`src/rtl/cordic_rotation_if.sv`:
```
// Handshake bundle for cordic_rotation: magnitude/phase request channel
// and the x/y result channel, each with its own valid/ready pair.
interface cordic_rotation_if #(
  parameter int WORD_WIDTH  = 16,
  parameter int PHASE_WIDTH = 16
) ();
  logic                          in_valid;
  logic                          in_ready;
  logic signed [WORD_WIDTH-1:0]  mag_in;
  logic signed [PHASE_WIDTH-1:0] phase_in;
  logic                          out_valid;
  logic                          out_ready;
  logic signed [WORD_WIDTH:0]    x_out;
  logic signed [WORD_WIDTH:0]    y_out;

  modport master (
    output in_valid, mag_in, phase_in, out_ready,
    input  in_ready, out_valid, x_out, y_out
  );

  modport slave (
    input  in_valid, mag_in, phase_in, out_ready,
    output in_ready, out_valid, x_out, y_out
  );
endinterface

```
`src/rtl/cordic_rotation.sv`:
```
// Iterative rotation-mode CORDIC: magnitude + phase (degrees x128) to x/y, one
// micro-rotation per clock. Define CORDIC_GAIN_COMP_EN to add a gain-compensation cycle.
module cordic_rotation #(
  parameter int WORD_WIDTH  = 16,
  parameter int PHASE_WIDTH = 16,
  parameter int ITERATIONS  = 16
) (
  input logic              clk,
  input logic              rst,
  cordic_rotation_if.slave bus
);

  localparam int XW = WORD_WIDTH + 2;

  localparam logic signed [PHASE_WIDTH-1:0] PHASE_90  = PHASE_WIDTH'(11520);
  localparam logic signed [PHASE_WIDTH-1:0] PHASE_180 = PHASE_WIDTH'(23040);
  localparam logic [4:0]                    LAST_ITER = 5'(ITERATIONS - 1);

  localparam int ATAN_DEG128 [16] = '{5760, 3400, 1797, 912, 458, 229, 115, 57,
                                      29, 14, 7, 4, 2, 1, 0, 0};

`ifdef CORDIC_GAIN_COMP_EN
  typedef enum logic [1:0] {IDLE, ROTATE, COMP, DONE} state_t;

  localparam logic signed [XW-1:0] SAT_MAX = {3'b000, {(WORD_WIDTH-1){1'b1}}};
  localparam logic signed [XW-1:0] SAT_MIN = {3'b111, {(WORD_WIDTH-1){1'b0}}};

  // Shift-add approximation of 1/1.6468 applied to the raw CORDIC output.
  function automatic logic signed [XW-1:0] gain_k(input logic signed [XW-1:0] v);
    return (v >>> 1) + (v >>> 3) - (v >>> 6) - (v >>> 9) - (v >>> 13);
  endfunction

  function automatic logic signed [WORD_WIDTH:0] sat_word(input logic signed [XW-1:0] v);
    logic signed [XW-1:0] s;
    s = v;
    if (v > SAT_MAX) begin
      s = SAT_MAX;
    end else if (v < SAT_MIN) begin
      s = SAT_MIN;
    end
    return s[WORD_WIDTH:0];
  endfunction
`else
  typedef enum logic [1:0] {IDLE, ROTATE, DONE} state_t;
`endif

  state_t state;

  logic signed [XW-1:0]          x_reg, y_reg;
  logic signed [PHASE_WIDTH-1:0] z_reg;
  logic [4:0]                    i_reg;

  logic signed [XW-1:0]          x_next, y_next, x_shift, y_shift;
  logic signed [PHASE_WIDTH-1:0] z_next, atan_cur;
  logic signed [XW-1:0]          x_init, mag_ext;
  logic signed [PHASE_WIDTH-1:0] z_init;

  logic                          in_ready_reg, out_valid_reg;
  logic signed [WORD_WIDTH:0]    x_out_reg, y_out_reg;

  logic signed [PHASE_WIDTH-1:0] atan_tab [16];

  generate
    for (genvar gi = 0; gi < 16; gi++) begin : g_atan
      assign atan_tab[gi] = PHASE_WIDTH'(ATAN_DEG128[gi]);
    end
  endgenerate

  assign atan_cur = atan_tab[i_reg[3:0]];

  // Fold phases beyond +/-90 deg into the convergence range by negating x0.
  always_comb begin
    mag_ext = {{2{bus.mag_in[WORD_WIDTH-1]}}, bus.mag_in};
    z_init  = bus.phase_in;
    x_init  = mag_ext;
    if (bus.phase_in > PHASE_90) begin
      z_init = bus.phase_in - PHASE_180;
      x_init = -mag_ext;
    end else if (bus.phase_in < -PHASE_90) begin
      z_init = bus.phase_in + PHASE_180;
      x_init = -mag_ext;
    end
  end

  always_comb begin
    x_shift = x_reg >>> i_reg;
    y_shift = y_reg >>> i_reg;
    if (!z_reg[PHASE_WIDTH-1]) begin
      x_next = x_reg - y_shift;
      y_next = y_reg + x_shift;
      z_next = z_reg - atan_cur;
    end else begin
      x_next = x_reg + y_shift;
      y_next = y_reg - x_shift;
      z_next = z_reg + atan_cur;
    end
  end

  always_ff @(posedge clk) begin
    if (rst) begin
      state         <= IDLE;
      in_ready_reg  <= 1'b1;
      out_valid_reg <= 1'b0;
      x_out_reg     <= '0;
      y_out_reg     <= '0;
      x_reg         <= '0;
      y_reg         <= '0;
      z_reg         <= '0;
      i_reg         <= '0;
    end else begin
      case (state)
        IDLE: begin
          if (bus.in_valid) begin
            x_reg        <= x_init;
            y_reg        <= '0;
            z_reg        <= z_init;
            i_reg        <= '0;
            in_ready_reg <= 1'b0;
            state        <= ROTATE;
          end
        end

        ROTATE: begin
          x_reg <= x_next;
          y_reg <= y_next;
          z_reg <= z_next;
          i_reg <= i_reg + 5'd1;
          if (i_reg == LAST_ITER) begin
`ifdef CORDIC_GAIN_COMP_EN
            state <= COMP;
`else
            x_out_reg     <= x_next[WORD_WIDTH:0];
            y_out_reg     <= y_next[WORD_WIDTH:0];
            out_valid_reg <= 1'b1;
            state         <= DONE;
`endif
          end
        end

`ifdef CORDIC_GAIN_COMP_EN
        COMP: begin
          x_out_reg     <= sat_word(gain_k(x_reg));
          y_out_reg     <= sat_word(gain_k(y_reg));
          out_valid_reg <= 1'b1;
          state         <= DONE;
        end
`endif

        DONE: begin
          // Result is held until taken; IDLE is re-entered with in_ready registered high.
          if (bus.out_ready) begin
            out_valid_reg <= 1'b0;
            in_ready_reg  <= 1'b1;
            state         <= IDLE;
          end
        end

        default: begin
          state         <= IDLE;
          in_ready_reg  <= 1'b1;
          out_valid_reg <= 1'b0;
        end
      endcase
    end
  end

  assign bus.in_ready  = in_ready_reg;
  assign bus.out_valid = out_valid_reg;
  assign bus.x_out     = x_out_reg;
  assign bus.y_out     = y_out_reg;

endmodule

```
`src/flat_wrapper.sv`:
```
// flat-port wrapper written by rule: the top's interface ports become plain ports
module cordic_rotation_flat 
#(
  parameter int WORD_WIDTH  = 16,
  parameter int PHASE_WIDTH = 16,
  parameter int ITERATIONS  = 16
)
  (clk, rst, bus_in_valid, bus_mag_in, bus_phase_in, bus_out_ready, bus_in_ready, bus_out_valid, bus_x_out, bus_y_out);
  cordic_rotation_if #(.WORD_WIDTH(WORD_WIDTH), .PHASE_WIDTH(PHASE_WIDTH)) bus_i ();
  input logic clk;
  input logic rst;
  input wire logic [$bits(bus_i.in_valid)-1:0] bus_in_valid;
  input wire logic [$bits(bus_i.mag_in)-1:0] bus_mag_in;
  input wire logic [$bits(bus_i.phase_in)-1:0] bus_phase_in;
  input wire logic [$bits(bus_i.out_ready)-1:0] bus_out_ready;
  output wire logic [$bits(bus_i.in_ready)-1:0] bus_in_ready;
  output wire logic [$bits(bus_i.out_valid)-1:0] bus_out_valid;
  output wire logic [$bits(bus_i.x_out)-1:0] bus_x_out;
  output wire logic [$bits(bus_i.y_out)-1:0] bus_y_out;
  assign bus_i.in_valid = bus_in_valid;
  assign bus_i.mag_in = bus_mag_in;
  assign bus_i.phase_in = bus_phase_in;
  assign bus_i.out_ready = bus_out_ready;
  assign bus_in_ready = bus_i.in_ready;
  assign bus_out_valid = bus_i.out_valid;
  assign bus_x_out = bus_i.x_out;
  assign bus_y_out = bus_i.y_out;
  cordic_rotation #(.WORD_WIDTH(WORD_WIDTH), .PHASE_WIDTH(PHASE_WIDTH), .ITERATIONS(ITERATIONS)) u_core (.clk(clk), .rst(rst), .bus(bus_i));
endmodule
```
`config.mk`:
```
export PLATFORM = sky130hd
export DESIGN_NAME = cordic_rotation_flat
export DESIGN_NICKNAME = d
export VERILOG_FILES = /design/src/rtl/cordic_rotation_if.sv /design/src/rtl/cordic_rotation.sv /design/src/flat_wrapper.sv
export SDC_FILE = /design/constraint.sdc
export NUM_CORES = 1
export LEC_CHECK = 0
export CAP_MARGIN = 40
export CORE_MARGIN = 2
export CORE_UTILIZATION = 40
export CTS_CLUSTER_DIAMETER = 100
export DETAILED_ROUTE_END_ITERATION = 8
export HOLD_SLACK_MARGIN = 0.02
export PLACE_DENSITY = 0.67
export SYNTH_ARGS = -nofsm -noshare
export SYNTH_HDL_FRONTEND = slang
export SYNTH_SLANG_ARGS = --single-unit
```
`constraint.sdc`:
```
create_clock -name clk -period 6.3 [get_ports clk]
set_input_delay 1.26 -clock clk [delete_from_list [all_inputs] [get_ports clk]]
set_output_delay 1.26 -clock clk [all_outputs]
set_load 0.02 [all_outputs]
```
==> run summary <==
total internal power -> 0.00237 W
half-perimeter wire length of the detailed placement result -> 22.8 mm
number of filler instances in the final layout -> 2465
hold crit path type -> reg -> reg
area fraction in compound gates after synthesis -> 25.1%
Hold Vio Cnt, Final -> 0
final critical-path required period -> 5270 ps
RePlAce Congestion -> 0.990
period utilization -> 83.7%
wire length of the first global-routing pass -> 49.0 mm
number of cells on the worst hold path -> 2
TritonCTS Sinks -> 95
number of buffers inserted for hold repair after clock tree synthesis -> 0
top cells by area, synth -> dfxtp_1 20%, mux4_2 7.9%, ha_1 7.9%
total number of vias -> 9815
Max Clock Skew -> 14.8 ps
share of the synthesized netlist area taken by xor and xnor gates -> 8.55%
Relative slew margins -> 48.1%
Initial DRC Count -> 976
Data required, critical path -> 6590 ps
Port Buffers -> 71
width of the die -> 160 um
GRT Residual Overflow -> 0
Top Ports -> 72
unrepaired setup endpoints after global routing -> no
synthesized area -> 9720 sq um
number of library cell types mapped by synthesis -> 89
diodes inserted -> 0
residual antenna-violating net count after detailed routing -> 0
Critical Path AT -> 5560 ps
FP Rows -> 57
Max clock buf depth -> 2
number of levels in the clock H-tree -> 3
standard cell core area -> 24100 sq um
vertical die dimension -> 160 um
count of flip-flops with a built-in enable after synthesis -> 0
count of cells resized by post-cts repair -> 0
run status -> completed
critical path endpoint category -> flop
simple logic cell fraction of the synthesized area -> 21.5%
area of the multi-input gates -> 7320 sq um
CP startpoint kind -> flop
dominant combinational cell family by area after synthesis -> compound AO/OA/AOI/OAI gates
per-cell via count in the routed design -> 6.06
post-placement worst setup slack -> 1080 ps
total wire length -> 30.3 mm
register area share after synthesis -> 19.6%
maxcap violations -> 0
smallest hold slack -> 458 ps
share of flip-flops with an asynchronous set or reset after synthesis -> 0%
1st-pass router iterations -> 5
initial cell density of the core -> 40.3%
post-detailed-route wirelength per cell -> 18.7 um
net load switching power -> 0.00243 W
sequential share of power -> 18.9%
cell type with the highest aggregate area in the netlist -> dfxtp_1
Total Nets Final -> 1391
proportion of total power due to net switching -> 50.6%
clock transition at the registers of the reported paths -> 80 ps
top_reg_cell synth -> dfxtp_1
share of power burned in the clock network -> 11.9%
worst vdd ir -> 0.259 mV
area of the die -> 25600 sq um
storage element area -> 1900 sq um
proportion of netlist area held by the largest area contributor -> 19.6%
insertion delay to the later sink of the worst-skew pair -> 370 ps
antenna violations before repair -> 0
cell area power density -> 436 nW/um^2
Post-Synthesis Net Count -> 1361
total power of the final layout -> 0.00480 W
synth-to-layout area growth -> 13.3%
mean cell area of the mapped netlist -> 7.71 sq um
Leak -> 4.22 nW
post-synthesis sequential element count -> 95
proportion of synthesized area in mux cells -> 11.6%
Setup CP Type -> reg -> reg
CTS buffer count -> 9
largest net degree at the start of global routing -> 47
cell at the root of the clock tree -> clkbuf_16
GRT Overall Usage -> 23.4%
worst path setup slack after routing -> 1030 ps
CTS tree -> yes
synthesized-area fraction occupied by adder cells -> 8.47%
number of instances in the synthesized netlist -> 1261
Ys Warns -> 0
buffers inserted by post-CTS timing repair -> 0
pin slew with the least headroom to its limit -> 776 ps
fraction of final layout cells sized beyond drive strength 1 -> 8.95%
FF-to-FF path depth -> 17
Pins Over Slew Limit -> 0
fmax -> 190 MHz
total DRC errors in the routed layout -> 0
critical path peak fanout -> 27
number of global-route vias before repair -> 9233
power share of the combinational group -> 69.2%
Setup-failing EPs final -> 0
final-layout setup total negative slack -> 0 ps
-- layout make-up --
cell class / instances / area share [%]
multi-input combinational: 1048 / 66.5
sequential: 95 / 17.3
timing repair buffer: 99 / 8.50
tap: 324 / 3.68
clock buffer: 9 / 2.05
inverter: 38 / 1.32
clock inverter: 7 / 0.682
-- synth_stat cells (6+ instances only) --
master and number:
nand2_1 149, a21oi_1 137, nor2_1 137, dfxtp_1 95, o21ai_0 66, ha_1 61, clkbuf_1 58, xnor2_1 53
xor2_1 40, inv_1 35, mux4_2 34, nand3_1 33, nor3_1 29, mux2i_1 21, a31oi_1 19, nor2b_1 18
a21o_1 16, and2_1 14, a211oi_1 12, a22oi_1 11, mux2_2 11, o21a_1 11, o22ai_1 11, buf_2 9
nand2b_1 9, or3_1 8, a2111oi_0 7, a22o_1 7, nor4_1 7, o31ai_1 7, or4_1 7, and3_1 6
buf_6 6, nand4b_1 6, o211ai_1 6, o32ai_1 6
-- power groups by stage --
stage / Clock (W) / Combinational (W) / Sequential (W)
global route: 0.000603 / 0.00364 / 0.000919
finish: 0.000571 / 0.00332 / 0.000907
floorplan: 0 / 0.00254 / 0.000807
CTS: 0.000578 / 0.00327 / 0.000895
global placement: 0 / 0.00322 / 0.000909
detailed placement: 0 / 0.00324 / 0.000908
-- through the flow --
stage,instance area (sq um),util [%],cells
after floorplan,9720,-,1261
after global placement,10700,44.2,1600
final,11000,45.7,1620
after detailed placement,10700,44.4,1604
after global routing,11000,45.7,1620
after CTS,11000,45.7,1620
-- cells in the final DEF (no fill, tap or decap), types with 12 or more instances in the layout --
cell type | synthesis | routed
nand2_1 | 149 | 149
a21oi_1 | 137 | 137
nor2_1 | 137 | 136
dfxtp_1 | 95 | 93
clkdlybuf4s50_1 | 0 | 70
o21ai_0 | 66 | 66
ha_1 | 61 | 61
xnor2_1 | 53 | 53
xor2_1 | 40 | 40
inv_1 | 35 | 35
mux4_2 | 34 | 34
nand3_1 | 33 | 33
nor3_1 | 29 | 29
buf_4 | 2 | 26
mux2i_1 | 21 | 21
a31oi_1 | 19 | 19
nor2b_1 | 18 | 17
a21o_1 | 16 | 16
and2_1 | 14 | 14
a211oi_1 | 12 | 12
-- kinds of logic (layout without fill, tap and decap cells) --
group	count (synthesis)	after routing
and+or+nand+nor	447	447
AOI/OAI and AO/OA	375	375
buffers and inverters	118	153
DFF	95	95
xor gates and xnor gates	94	94
muxes	68	68
adders and majority gates	64	64
-- path summary, 6_finish.rpt --
check | from | end | slack, ps
worst max-delay path | u_core.i_reg[0] | u_core.bus.x_out[13] | 1030
worst min-delay path | u_core.bus.y_out[5] | u_core.bus.y_out[5] | 460
worst max register to register | u_core.i_reg[0] | u_core.bus.x_out[13] | 1030
worst min register to register | u_core.bus.y_out[5] | u_core.bus.y_out[5] | 460
-- routing by layer --
layer | GRT usage, % | share of wire, % | vias to the layer above
li1 | - | - | 4697
met1 | 33.3 | 46 | 4672
met2 | 36.8 | 44 | 394
met3 | 3.17 | 7.0 | 52
met4 | 7.70 | 2.7 | 0
met5 | 0 | 0 | -
-- worst max-delay path: stages, from the launching register on --
cell	delay [ps]
dfxtp_2	710
buf_4	370
mux4_2	560
a22o_1	280
a221oi_2	290
ha_1	300
nor2_1	80
a21oi_1	80
ha_1	300
a21o_1	150
a21o_1	200
a2111oi_0	660
o311ai_0	340
a21oi_1	260
o21ai_0	150
xnor2_1	220
nand2_1	80
a21oi_1	150
(Power assumes the default switching activity.)
==> RTL change, RTL diff (config.mk and constraints unchanged) <==
Build with the macro `CORDIC_GAIN_COMP_EN` defined.
--- a/src/rtl/cordic_rotation.sv
+++ b/src/rtl/cordic_rotation.sv
@@ -2,2 +2,4 @@
 // micro-rotation per clock. Define CORDIC_GAIN_COMP_EN to add a gain-compensation cycle.
+`define CORDIC_GAIN_COMP_EN
+
 module cordic_rotation #(
Formal check against the unedited RTL: same outputs for any inputs over 10 cycles, from zero or initial values and one cycle with rst high; that may be too few to reach the edited logic, so the function may still have changed.
==> RTL change against the unedited design <==
Setup slack worse by 0.53 ns. Final area grew 38%. Synthesized area is 41% higher. Critical path depth increased by 4. Sequential cell count did not move. Routed wire length increased by 34%. Critical path type unchanged.
Power is left out: the tool's default activity adds up to more than one toggle a clock period on the data nets, which glitch-free logic cannot reach.
==> RTL change: results (changes against the unedited design) <==
[grt]
grt_pass1_wl_microns = 65900  ; was 49,000 microns
grt_usage_pct = 22.7  ; was 23.4%
grt_pass1_vias = 12300  ; was 9,233
grt_start_max_net_pins = 71  ; was 47
antenna_found_initial = 0  ; unchanged

[timing]
worstMarginPinSlew_ns = 0.832  ; was 0.776 ns
fin_skew_ns = 0.0158  ; was 0.0148 ns

[clocking]
postCtsSetupRepairBufs = 0  ; unchanged
clock_path_buffers = 2  ; unchanged
path_clk_slew_ns = 0.08  ; about the same
root_buffer = clkbuf_16  ; unchanged
htreeDepth = 3  ; unchanged
clk_latency_ns = 0.38
numCtsBuffers = 9  ; unchanged
cts_resized = 0  ; unchanged

[yosys]
ys.warnings.count = 0  ; unchanged
synth_edf_count = 0  ; unchanged
yosysSeqAreaShare_pct = 13.9  ; was 19.6%
synth_nets = 1929  ; was 1,361
ys_async_sr_fraction_pct = 0  ; unchanged
synth_area_leaders = dfxtp_1 14%, ha_1 10%, fa_1 10%, mux4_2 6.1%, a21oi_1 5.0%  ; was dfxtp_1 20%, mux4_2 7.9%, ha_1 7.9%, a21oi_1 7.1%, nand2_1 5.8%
syn_inst = 1711  ; was 1,261
ys.flop_type = dfxtp_1  ; unchanged
synthDistinctLibCells = 80  ; was 89
yosys-top-cells-count = 171 x inv_1, 171 x nor2_1, 136 x a21oi_1  ; was 149 x nand2_1, 137 x a21oi_1, 137 x nor2_1

[placed_design]
dp_cells = 2181  ; was 1,604
dp.final_hpwl_microns = 31000  ; was 22,800 microns
gp_congestion = 0.930  ; was 0.990
portBuffers = 71  ; unchanged

[routing]
drtPass1Iterations = 5  ; unchanged
viasPerCell = 5.89  ; was 6.06
drt_iter0_drc = 1224  ; was 976
wl_per_cell_microns = 18.5  ; was 18.7 microns
route.vias.total = 12900  ; was 9,815

[die]
dieArea_sq_mm = 0.0356  ; was 0.0256 sq mm

[final_layout]
antenna_cells = 0  ; unchanged
finish.net_count = 1962  ; was 1,391
drive_gt1_share_pct = 7.49  ; was 8.95%

[worst_setup_path]
worstPathMaxFanout = 23  ; was 27
critPathBufInv = 1  ; unchanged
crit_start = u_core.i_reg[0]  ; unchanged
reg2reg_depth = 21  ; was 17
crit_family = compound AO/OA/AOI/OAI gates  ; unchanged
critPathArrivalTime_ns = 6.11  ; was 5.56 ns
slowest_delay_ns = 0.71  ; about the same
cp_slowest_cell = dfxtp_2  ; unchanged

[min_path]
hold_path.class = register to register  ; unchanged
min_from = u_core.bus.y_out[16]  ; was u_core.bus.y_out[5]
whs_path_depth = 2  ; unchanged

[run_status]
status = finished, final reports clean  ; unchanged

[RTL change: routing by layer]
layer	up-vias	global-route usage (%)	share of wire [%]
met5	-	0	0
met4	0	6.31	2.4
met3	72	3.93	6.5
met2	429	37.3	47
met1	6220	30.8	44
li1	6209	-	-
[RTL change: cells by family after synthesis]
family                     after synthesis  share of synthesized area (%)
and+or+nand+nor                        474                           16.3
buffers and inverters                  261                           7.61
AOI/OAI and AO/OA                      508                           24.6
xor gates and xnor gates               118                           7.57
adders and majority gates              182                           20.5
muxes                                   73                           9.62
DFF                                     95                           13.9
[RTL change: stage by stage]
step                setup slack (ns)  instance area (sq um)
floorplan                       1.08                  13700
global placement               0.673                  14800
detailed placement             0.626                  14900
CTS                            0.575                  15100
global route                  0.0737                  15100
finish                         0.494                  15100
[RTL change: area by class of cell]
cell class                      instances  area [sq um]
Fill cell                            3288         18500
Clock inverter                          6          48.8
Multi-Input combinational cell       1355         10700
Clock buffer                           10           229
Timing Repair Buffer                  111          1020
Inverter                              172           646
Tap cell                              448           561
Sequential cell                        95          1910
[RTL change: worst reg2reg max path: stages, from the launching register on]
cell and delay (ns):
dfxtp_2 0.71, mux4_1 0.64, mux2_2 0.28, mux2i_1 0.23, o21a_1 0.17, ha_1 0.17
inv_1 0.04, or2_2 0.29, nor3_1 0.41, o21ai_0 0.15, o21ai_0 0.10, o32ai_1 0.13
ha_1 0.37, o21a_1 0.13, o21a_1 0.14, nand3_1 0.15, a2111oi_0 0.60, nor4_1 0.20
o31ai_1 0.30, o211ai_1 0.13, mux2_1 0.30, o211ai_1 0.08
[RTL change: path summary, 6_finish.rpt]
kind                          end  slack, ns
min reg2reg  u_core.bus.y_out[16]       0.47
min          u_core.bus.y_out[16]       0.47
max              u_core.x_reg[17]       0.49
max reg2reg      u_core.x_reg[17]       0.49
